[src/rtl/fetch_pkg.sv]
// Shared types and constants for the fetch stage: FSM state names, the IF/ID
// pipeline register layout and the PC alignment helper.
package fetch_pkg;

  typedef enum logic [1:0] {
    BOOT  = 2'd0,
    FETCH = 2'd1,
    WAIT  = 2'd2
  } fetch_state_e;

  typedef struct packed {
    logic        valid;
    logic [31:0] pc;
    logic [31:0] pcplus4;
    logic        pred_taken;
    logic [31:0] pred_target;
  } if_id_t;

  localparam logic [31:0] PC_ALIGN_MASK = 32'hFFFF_FFFC;

  // Instructions are word aligned; drop the two byte-offset bits.
  function automatic logic [31:0] align_pc(input logic [31:0] addr);
    return addr & PC_ALIGN_MASK;
  endfunction

endpackage

[src/rtl/fetch_next_pc_mux.sv]
// Next-PC selection for the fetch stage. Pure combinational; the priority is
// mispredict redirect, then stall (hold), then accepted fetch (BTB target or
// sequential), otherwise hold.
module fetch_next_pc_mux
  import fetch_pkg::*;
(
  input  logic [31:0] pc_i,
  input  logic        mispred_i,
  input  logic [31:0] redirect_pc_i,
  input  logic        stall_i,
  input  logic        accept_i,
  input  logic        btb_hit_i,
  input  logic [31:0] btb_target_i,
  output logic [31:0] next_pc_o,
  output logic [31:0] pcplus4_o,
  output logic [31:0] btb_target_aligned_o
);

  // PC+4 wraps modulo 2^32 through plain 32-bit addition.
  assign pcplus4_o            = pc_i + 32'd4;
  assign btb_target_aligned_o = align_pc(btb_target_i);

  // Pick the PC to fetch next cycle.
  always_comb begin
    next_pc_o = pc_i;
    if (mispred_i) begin
      next_pc_o = align_pc(redirect_pc_i);
    end else if (!stall_i && accept_i) begin
      next_pc_o = btb_hit_i ? btb_target_aligned_o : pcplus4_o;
    end
  end

endmodule

[src/rtl/fetch_pc_unit.sv]
// Fetch-stage PC generator and IF/ID pipeline register.
//
// Instruction memory handshake: imem_req_o is the request valid and
// imem_gnt_i the acceptance. A fetch completes (accept) only in a cycle where
// both are high; the request is a pure function of the FSM state, stall_i and
// rst_i, never of imem_gnt_i, and the PC is held stable while a request waits
// for its grant. A mispredict abandons any ungranted request.
module fetch_pc_unit
  import fetch_pkg::*;
#(
  parameter int          INDEX_WIDTH = 6,
  parameter logic [31:0] RESET_PC    = 32'h0000_0000,
  parameter int          CNT_WIDTH   = 16
) (
  input  logic                        clk_i,
  input  logic                        rst_i,
  input  logic                        stall_i,
  input  logic                        EXMEM_mispred_i,
  input  logic [31:0]                 EXMEM_redirect_pc_i,
  input  logic                        IF_btb_hit_i,
  input  logic [31:0]                 IF_btb_rd_target_i,
  input  logic                        imem_gnt_i,
  output logic                        imem_req_o,
  output logic [31:0]                 IF_pc_o,
  output logic [INDEX_WIDTH-1:0]      IF_btb_rd_index_o,
  output logic [31-INDEX_WIDTH-2:0]   IF_PC_tag_o,
  output logic                        ID_valid_o,
  output logic [31:0]                 ID_pc_o,
  output logic [31:0]                 ID_pcplus4_o,
  output logic                        ID_pred_taken_o,
  output logic [31:0]                 ID_pred_target_o,
  output logic [CNT_WIDTH-1:0]        redirect_cnt_o,
  output logic [1:0]                  dbg_state_o
);

  localparam logic [1:0] ST_BOOT  = BOOT;
  localparam logic [1:0] ST_FETCH = FETCH;
  localparam logic [1:0] ST_WAIT  = WAIT;

  logic [1:0]           state;
  logic [1:0]           state_nxt;
  logic [31:0]          pc;
  logic [31:0]          next_pc;
  logic [31:0]          pcplus4;
  logic [31:0]          target_aligned;
  logic                 accept;
  if_id_t               id_q;
  logic [CNT_WIDTH-1:0] cnt;

  // rst_i gates the request so a reset arriving mid-WAIT drops it at once.
  assign imem_req_o = (state != ST_BOOT) & ~stall_i & ~rst_i;
  assign accept     = imem_req_o & imem_gnt_i;

  fetch_next_pc_mux u_next_pc_mux (
    .pc_i                 (pc),
    .mispred_i            (EXMEM_mispred_i),
    .redirect_pc_i        (EXMEM_redirect_pc_i),
    .stall_i              (stall_i),
    .accept_i             (accept),
    .btb_hit_i            (IF_btb_hit_i),
    .btb_target_i         (IF_btb_rd_target_i),
    .next_pc_o            (next_pc),
    .pcplus4_o            (pcplus4),
    .btb_target_aligned_o (target_aligned)
  );

  // FSM next state: BOOT lasts one cycle, WAIT tracks an outstanding request.
  always_comb begin
    state_nxt = state;
    case (state)
      ST_BOOT:  state_nxt = ST_FETCH;
      ST_FETCH: if (!EXMEM_mispred_i && imem_req_o && !imem_gnt_i) state_nxt = ST_WAIT;
      ST_WAIT:  if (EXMEM_mispred_i || imem_gnt_i) state_nxt = ST_FETCH;
      default:  state_nxt = ST_BOOT;
    endcase
  end

  // FSM state register.
  always_ff @(posedge clk_i) begin
    if (rst_i) state <= ST_BOOT;
    else       state <= state_nxt;
  end

  // Fetch PC register; the mux already resolves mispredict/stall/accept.
  always_ff @(posedge clk_i) begin
    if (rst_i) pc <= RESET_PC;
    else       pc <= next_pc;
  end

  // IF/ID register: flush on mispredict, hold on stall, load on accept,
  // otherwise insert a bubble.
  always_ff @(posedge clk_i) begin
    if (rst_i) begin
      id_q <= '0;
    end else if (EXMEM_mispred_i) begin
      id_q.valid <= 1'b0;
    end else if (stall_i) begin
      id_q <= id_q;
    end else if (accept) begin
      id_q.valid       <= 1'b1;
      id_q.pc          <= pc;
      id_q.pcplus4     <= pcplus4;
      id_q.pred_taken  <= IF_btb_hit_i;
      id_q.pred_target <= IF_btb_hit_i ? target_aligned : pcplus4;
    end else begin
      id_q.valid <= 1'b0;
    end
  end

  // Saturating count of mispredict redirects.
  always_ff @(posedge clk_i) begin
    if (rst_i) cnt <= '0;
    else if (EXMEM_mispred_i && (cnt != {CNT_WIDTH{1'b1}})) cnt <= cnt + 1'b1;
  end

  assign IF_pc_o           = pc;
  assign IF_btb_rd_index_o = pc[INDEX_WIDTH+1:2];
  assign IF_PC_tag_o       = pc[31:INDEX_WIDTH+2];
  assign ID_valid_o        = id_q.valid;
  assign ID_pc_o           = id_q.pc;
  assign ID_pcplus4_o      = id_q.pcplus4;
  assign ID_pred_taken_o   = id_q.pred_taken;
  assign ID_pred_target_o  = id_q.pred_target;
  assign redirect_cnt_o    = cnt;
  assign dbg_state_o       = state;

endmodule

[config.mk]
export PLATFORM = sky130hd
export DESIGN_NAME = fetch_pc_unit
export DESIGN_NICKNAME = d
export VERILOG_FILES = /design/src/rtl/fetch_pkg.sv /design/src/rtl/fetch_next_pc_mux.sv /design/src/rtl/fetch_pc_unit.sv
export SDC_FILE = /design/constraint.sdc
export NUM_CORES = 1
export LEC_CHECK = 0
export ABC_AREA = 0
export CAP_MARGIN = 20
export CORE_UTILIZATION = 49
export CTS_CLUSTER_DIAMETER = 30
export DETAILED_ROUTE_END_ITERATION = 10
export PLACE_DENSITY = 0.89
export SYNTH_ARGS = -nofsm -noshare
export SYNTH_HDL_FRONTEND = slang
export SYNTH_SLANG_ARGS = --single-unit
[constraint.sdc]
create_clock -name clk_i -period 5.7 [get_ports clk_i]
set_input_delay 0.57 -clock clk_i [delete_from_list [all_inputs] [get_ports clk_i]]
set_output_delay 0.57 -clock clk_i [all_outputs]
set_load 0.005 [all_outputs]
==> metrics.txt <==
initial drt markers between 500 and 600; Tcrit/Tclk final 0.491; Initial Util 0.501; min-delay worst type flop to flop; leakage 3.47 nW; largest stage delay on the critical path roughly 0.82 ns; clk_skew roughly 0.0094 ns; WP buf/inv 2; register share of total power 0.424; PD cells roughly 260 nW/µm²; # rows 43; H-tree depth 4; Pins Over Slew Limit 0; GPL Wtd Cong roughly 0.85; Netlist Area Pre-Place 6950 µm²; Yosys cell types between 60 and 70; highest clock rate approximately 360 MHz; maximum VDD drop 178 µV; hold slack approximately 0.45 ns; Final Hold Vio Count 0; Syn. warnings 0; Worst setup EP type flop; gr usage total 0.299; worst path required time between 5 and 6 ns; Rel. slew slack 0.301; worst path cell trace buf_2 -> buf_4 -> or2_1 -> or3_4 -> nor2_2 -> a22oi_1 -> a31oi_1; Area Overhead vs Synth 40.2%; Vias per Instance 5.70; minimum clock period between 2 and 3 ns; Post-DRT Antenna Nets 0; Die W 121 µm; Net Sw Frac 0.229; drt drc 0; Yosys reg bits approximately 150; Post-synth EDFFs 0; clock power share 0.473; largest net degree at the start of global routing 90; clock tree root buffer cell clkbuf_16; first-pass GRT wire length ~34000 µm; CP Launch Type input port; Slowest-stage cell, CP or3_4; # setup viols final 0; max_cap viols 0; Die Span Y between 100 and 150 µm; DIE AREA approximately 15000 µm²; share of post-route cells with drive strength above 1 0.0637; RSZ-0062 raised after global routing false; clk buf depth 2; Comb power frac 0.102; CTS buffer count 17; DR pass1 iterations 5; I/O Pins 249; Worst Path Max Fanout slightly below 90; Via Count ~6800; initial antenna violation count 1; delay-heaviest family, CP simple AND/OR/NAND/NOR gates; CTS tree done; CTS Hold Bufs 0; post-DR wirelength/cell 18.2 µm; PortBufs ~240; core area ~14000 µm²; Worst-Skew Late Latency roughly 0.42 ns; Avg Inst Size Synth 8.27 µm²; Worst-path clk slew 0.06 ns; Final TNS setup 0 ns; clock tree sinks 146; syn nets approximately 910; P_sw between 0.0005 and 0.0006 W; Slew @ Worst Pin 1.05 ns; placed inst area around 9100 µm²; final wirelength around 22000 µm; Final Net Count 1080; sequential area share after synthesis 0.420; Setup Crit Path Kind input port to flop; Post-CTS Setup Inserts 0; Diodes inserted 0; post_cts resized 0; Gate Count Post-Synth between 800 and 900; status completed; Top FF cell, synth dfxtp_1; DPL Wire Length ~15000 µm; crit path DAT 3.07 ns; internal power slightly below 0.002 W; grt ovf 0; design area 9750 µm²; vias in the first global route approximately 6400; asr flop ratio synth 0
## Yosys cell counts (all sizes together) (8+ instances only)
cell | n | area [µm²]
a31oi | 16 | 100
a211oi | 28 | 235
xnor2 | 12 | 105
inv | 11 | 41.3
nand2 | 132 | 495
dfxtp | 146 | 2920
clkbuf | 38 | 143
nand4 | 13 | 118
and3 | 19 | 119
buf | 64 | 417
mux2i | 8 | 80.1
nor3 | 27 | 140
o22ai | 8 | 50.1
nor2 | 75 | 284
xor2 | 27 | 236
nand3 | 30 | 163
o21ai | 19 | 95.1
a21oi | 66 | 330
nor4 | 9 | 116
nor2b | 13 | 81.3
## placed cells by master (no fill, tap or decap), drive strengths merged, types with 5 or more instances in the layout
cell	n
and4	7
a21oi	66
o21ai	19
nor3	27
nand2	132
bufinv	5
mux2i	8
o22ai	8
nand3	30
buf	9
nor4	9
clkbuf	21
a22oi	6
o32ai	5
xnor2	12
and3	19
o31a	5
clkdlybuf4s50	241
xor2	27
a31oi	16
dfxtp	146
nand4	13
nor2b	13
a211oi	28
nor2	75
a211o	7
inv	11
nand2b	7
## stage by stage
stage | power (W) | util | std cells | setup WS [ns]
3_3_place_gp | 0.00137 | 0.656 | 1169 | 2.59
5_1_grt | 0.00266 | 0.702 | 1200 | 2.75
2_1_floorplan | 0.00123 | - | 841 | 3.65
3_5_place_dp | 0.00137 | 0.656 | 1169 | 2.54
6_report | 0.00258 | 0.702 | 1200 | 2.90
4_1_cts | 0.00258 | 0.702 | 1200 | 2.97
## final cells by class
cell class	instances	area [µm²]
multi-input cells	582	3440
clock inverters	10	181
fillers	1062	4130
repair buffers	250	2470
clock buffers	21	460
well taps	180	225
inverters	11	41.3
flip-flops and latches	146	2920
## flip-flops by register name (all words and copies together) (netlist names)
signal	cells
ID_pred_taken_o	1
dbg_state_o	2
ID_valid_o	1
ID_pred_target_o	32
ID_pc_o	32
redirect_cnt_o	16
IF_pc_o	32
ID_pcplus4_o	30
## worst paths after layout
check	from	to	slack, ns	cells past startpoint
setup reg to reg	IF_pc_o[2]	IF_pc_o[18]	3.12	6
setup / recovery	EXMEM_mispred_i	IF_pc_o[17]	2.90	7
hold / removal	ID_pred_target_o[1]	ID_pred_target_o[1]	0.45	2
hold reg to reg	ID_pred_target_o[1]	ID_pred_target_o[1]	0.45	2
## power by group through the flow
stage / clock (W) / sequential (W) / combinational [W]
final: 0.00122 / 0.00109 / 0.000264
after floorplan: 0 / 0.00110 / 0.000136
after global placement: 0 / 0.00111 / 0.000255
after global routing: 0.00128 / 0.00110 / 0.000284
after CTS: 0.00123 / 0.00109 / 0.000263
after detailed placement: 0 / 0.00111 / 0.000260
## cells by family (layout without fill, tap and decap cells)
group                      after synthesis  in the layout  synth area share
and+or+nand+nor                        348            348             0.250
AOI/OAI and AO/OA                      182            182             0.174
DFF                                    146            146             0.420
buffers and inverters                  113            292            0.0864
xor gates and xnor gates                39             39            0.0491
muxes                                   11             11            0.0164
adders and majority gates                2              2           0.00360
## tightest hold or removal path: cells and delay by family (launching register included)
family | cells | cell delay (ns)
DFF | 1 | 0.31
and+or+nand+nor | 1 | 0.05
AOI/OAI and AO/OA | 1 | 0.05
## routing by layer
layer	GRT usage	vias to the layer above	share of wire
met5	0	-	0.00055
met4	0.155	2	0.037
met3	0.0954	58	0.090
met2	0.456	330	0.46
met1	0.377	3203	0.41
li1	-	3245	-
Note: power is estimated with default switching activity, not from simulation.
